$ cat src/rtl/mux_rr_arbiter.sv
// Round-robin 2:1 arbiter with burst limit feeding a one-entry
// valid/ready output register; sel steers the shared data mux.
module mux_rr_arbiter #(
    parameter int WIDTH     = 5,
    parameter int MAX_BURST = 4
) (
    input  logic             clk,
    input  logic             rst,
    input  logic [WIDTH-1:0] a_data,
    input  logic             a_valid,
    output logic             a_ready,
    input  logic [WIDTH-1:0] b_data,
    input  logic             b_valid,
    output logic             b_ready,
    output logic [WIDTH-1:0] out_data,
    output logic             out_valid,
    input  logic             out_ready,
    output logic             sel
);

    localparam int CW = $clog2(MAX_BURST + 1);
    localparam logic [CW-1:0] CMAX = CW'(MAX_BURST);

    typedef enum logic [1:0] {
        IDLE  = 2'd0,
        OWN_A = 2'd1,
        OWN_B = 2'd2
    } state_t;

    state_t           state_q, state_d;
    logic [CW-1:0]    cnt_q, cnt_d;
    logic             last_q, last_d;
    logic             sel_q, sel_d;
    logic [WIDTH-1:0] data_q, data_d;
    logic             valid_q, valid_d;

    logic gnt_a, gnt_b, load, fire_a, fire_b, under;

    assign under = cnt_q < CMAX;

    // Grants are suppressed while reset is sampled so nothing is accepted.
    always_comb begin
        gnt_a = 1'b0;
        gnt_b = 1'b0;
        if (!rst) begin
            unique case (state_q)
                OWN_A: begin
                    if (a_valid && (!b_valid || under)) gnt_a = 1'b1;
                    else if (b_valid)                   gnt_b = 1'b1;
                end
                OWN_B: begin
                    if (b_valid && (!a_valid || under)) gnt_b = 1'b1;
                    else if (a_valid)                   gnt_a = 1'b1;
                end
                default: begin
                    if (a_valid && b_valid) begin
                        gnt_a = last_q;
                        gnt_b = ~last_q;
                    end else begin
                        gnt_a = a_valid;
                        gnt_b = b_valid;
                    end
                end
            endcase
        end
    end

    assign load      = ~valid_q | out_ready;
    assign a_ready   = load & gnt_a;
    assign b_ready   = load & gnt_b;
    assign fire_a    = a_valid & a_ready;
    assign fire_b    = b_valid & b_ready;
    assign sel       = gnt_b | (~gnt_a & sel_q);
    assign out_data  = data_q;
    assign out_valid = valid_q;

    always_comb begin
        state_d = state_q;
        cnt_d   = cnt_q;
        last_d  = last_q;
        sel_d   = sel_q;
        data_d  = data_q;
        valid_d = valid_q;
        if (fire_a || fire_b) begin
            data_d  = sel ? b_data : a_data;
            valid_d = 1'b1;
            state_d = fire_b ? OWN_B : OWN_A;
            last_d  = fire_b;
            sel_d   = fire_b;
            if ((fire_a && state_q == OWN_A) ||
                (fire_b && state_q == OWN_B)) begin
                cnt_d = under ? cnt_q + CW'(1) : cnt_q;
            end else begin
                cnt_d = CW'(1);
            end
        end else if (out_ready) begin
            valid_d = 1'b0;
        end
        if (!a_valid && !b_valid) begin
            state_d = IDLE;
            cnt_d   = '0;
        end
    end

    always_ff @(posedge clk) begin
        if (rst) begin
            state_q <= IDLE;
            cnt_q   <= '0;
            last_q  <= 1'b1;
            sel_q   <= 1'b0;
            data_q  <= '0;
            valid_q <= 1'b0;
        end else begin
            state_q <= state_d;
            cnt_q   <= cnt_d;
            last_q  <= last_d;
            sel_q   <= sel_d;
            data_q  <= data_d;
            valid_q <= valid_d;
        end
    end

endmodule
$ cat config.mk
export PLATFORM = sky130hd
export DESIGN_NAME = mux_rr_arbiter
export DESIGN_NICKNAME = d
export VERILOG_FILES = /design/src/rtl/mux_rr_arbiter.sv
export SDC_FILE = /design/constraint.sdc
export NUM_CORES = 1
export LEC_CHECK = 0
export CAP_MARGIN = 20
export CORE_ASPECT_RATIO = 1.25
export CORE_MARGIN = 10
export CORE_UTILIZATION = 45
export CTS_BUF_LIST = sky130_fd_sc_hd__clkbuf_8
export DETAILED_ROUTE_END_ITERATION = 8
export PLACE_DENSITY_LB_ADDON = 0.25
export SYNTH_ARGS = -nofsm -noshare
export SYNTH_HDL_FRONTEND = slang
export SYNTH_SLANG_ARGS = --single-unit
$ cat constraint.sdc
create_clock -name clk -period 2.4 [get_ports clk]
set_input_delay 0.6 -clock clk [delete_from_list [all_inputs] [get_ports clk]]
set_output_delay 0.6 -clock clk [all_outputs]
set_load 0.01 [all_outputs]
==> impl_metrics.json <==
{
  "grt_max_degree": 15,
  "rows": 18,
  "antenna_found_initial": 0,
  "clkSinkCount": 13,
  "hold_depth": 2,
  "first_global_vias": 1032,
  "setup_tns_ns": 0,
  "reg2reg_from": "state_q[0]$_SDFFE_PP0P_",
  "setup_viol": 0,
  "r2r_slack_ns": 0.31,
  "routedWlPerCell_um": 16.4,
  "num_io_pins": 24,
  "coreArea_um2": 1940,
  "first_iter_violations": 21,
  "initial_core_util": 0.466,
  "dpl.hpwl_mm": 1.97,
  "crit_path_start_kind": "input port",
  "yosys_register_bits": 13,
  "numPortBuffers": 23,
  "layout_setup_ws_ns": 0.0478,
  "critPathMaxFanout": 5,
  "avgSynthCellArea_um2": 9.51,
  "synth-async-reset-ratio": 0,
  "crit_path_end_kind": "output port",
  "antenna_left": 0,
  "yosys-top-cells-count": "dfxtp_1 (13), a21oi_1 (10), nand2b_1 (7)",
  "status": "completed",
  "crit_path_max_incr_delay_ns": 0.30,
  "syn-instance-count": 95,
  "dpl_cell_area_um2": 1330,
  "hold_buffers": 0,
  "r2r_end": "cnt_q[1]$_SDFFE_PP0P_",
  "synth_fp_nets": 113,
  "cts_root_buf": "clkbuf_8",
  "skew_ns": 0.00353,
  "synth_area_leaders": "dfxtp_1 (29%), a211oi_2 (6.9%), mux2_4 (6.6%), a21oi_1 (5.5%), nand2b_1 (4.8%)",
  "slew_headroom": 0.670,
  "vias_per_cell": 5.63,
  "placedCellCount": 160,
  "grt-ovfl-total": 0,
  "clk-insertion-delay-late_ns": 0.24,
  "crit_chain": "dlygate4sd2_1 -> nand3b_1 -> o311ai_4 -> buf_4 -> nor3_4 -> buf_2",
  "path_class": "input port to output port",
  "place.gp.congestion": 0.966,
  "grt_pass1_wl_mm": 4.66,
  "hold_start": "state_q[1]$_SDFFE_PP0P_",
  "power_density_nw_per_um2": 507,
  "whs_endpoint": "state_q[1]$_SDFFE_PP0P_",
  "tightest_slew_ns": 0.495,
  "synth.most_common_cell": "dfxtp_1",
  "slowest_stage": "dlygate4sd2_1",
  "yosysTopAreaCell": "dfxtp_1",
  "holdCritPathClass": "flip-flop to flip-flop",
  "fin_crit_ns": 2.35,
  "p_leak_nw": 0.602,
  "dpl_worst_slack_ns": -0.606,
  "antenna_cells": 0,
  "cts_tree": "built",
  "die-area_um2": 4210,
  "timing.hold.ws_ns": 0.498,
  "cts_buffer_depth": 2,
  "die_w_um": 60.1,
  "final_max_slew_viol_count": 0,
  "synth.cell_area_um2": 903,
  "power_mw": 0.741,
  "drc_errors": 0,
  "synth_edf_count": 0,
  "utilization": 0.755,
  "cts-buffers-inserted": 3,
  "min_period_over_period": 0.980,
  "design_area_um2": 1460,
  "final_layout_size_suffix_gt1_frac": 0.443,
  "synth_top_area_share": 0.288,
  "cts_htree_levels": 1,
  "groute.usage.overall": 0.138,
  "synth_ff_type": "dfxtp_1",
  "die_height_um": 70.1,
  "hold_violations": 0,
  "rr_worst_depth": 9,
  "yosys_warnings": 0,
  "seq_area_frac_synth": 0.288,
  "routed_wirelength_mm": 2.77,
  "drv_cap": 0,
  "fmax_mhz": 425,
  "ir_worst_vdd_uv": 547,
  "vias": 951,
  "required_ns": 1.80,
  "cts.clk_slew.worst_paths_ns": 0.05,
  "cp.arrival_ns": 1.75,
  "syn2layout_area_growth_pct": 61.8,
  "fin_nets": 168,
  "drtPass1Iterations": 4,
  "instances_no_fill": 169,
  "ys_types": 37
}
-- cell families after synthesis --
kind of cell | after synthesis | share of synthesized area
compound gates | 36 | 0.337
fa+ha+maj | 3 | 0.0416
buf+inv | 9 | 0.0457
flops | 13 | 0.288
mux | 5 | 0.0789
simple gates | 29 | 0.209
-- how the worst max path moves through the flow --
stage	start	end	slack [ns]	depth (start not counted)
6_report	b_valid	a_ready	0.05	6
5_1_grt	b_valid	a_ready	-0.003	6
4_1_cts	state_q[0]$_SDFFE_PP0P_	sel	0.008	7
3_5_place_dp	a_valid	b_ready	-0.61	7
3_3_place_gp	a_valid	b_ready	-0.56	7
2_1_floorplan	state_q[0]$_SDFFE_PP0P_	sel	0.16	7
-- worst max-delay path, delay by kind of cell --
kind	cells	cell delay, ns
simple gates	2	0.36
buf+inv	3	0.64
compound gates	1	0.14
-- repair_timing --
item,4_1_cts,5_1_grt
pin swaps,4,2
setup endpoints to repair,3,3
gates resized for setup,25,3
setup buffers,4,1
-- area by class of cell --
class / count / area (um^2)
Clock buffer: 3 / 41.3
Timing Repair Buffer: 54 / 448
Tap cell: 20 / 25.0
Sequential cell: 13 / 262
Clock inverter: 1 / 3.75
Inverter: 5 / 18.8
Multi-Input combinational cell: 73 / 663
Fill cell: 128 / 475
-- state kept, by name (all words and copies together) (netlist names) --
name,flops
state_q,2
sel_q,1
cnt_q,3
out_data,5
last_q,1
out_valid,1
-- cells in the final DEF, fill, tap and decap left out, types with 2 or more instances in the layout --
cell type,count
nand2_1,3
buf_2,3
clkdlybuf4s50_1,18
nor2_1,5
o211ai_1,5
inv_2,2
dfxtp_1,12
nand3_1,2
ha_4,2
clkbuf_8,3
a21oi_1,10
a211oi_1,2
buf_4,31
o2111ai_1,2
nand2b_4,3
a211oi_2,5
nand3b_1,4
inv_1,4
nand2b_1,6
mux2_4,4
-- report_power, final --
part	switching, mW	internal, mW	total, mW	leakage, nW
combinational	0.130	0.165	0.295	0.468
clock	0.0820	0.113	0.195	0.0269
sequential	0.0136	0.237	0.251	0.108
-- layer usage --
layer  GRT usage  up-vias  part of all wire
met1       0.148      455              0.43
met5           0        -                 0
met2       0.232       27              0.50
met4      0.0625        0             0.011
li1            -      465                 -
met3      0.0452        4             0.059
(Power assumes the default switching activity.)
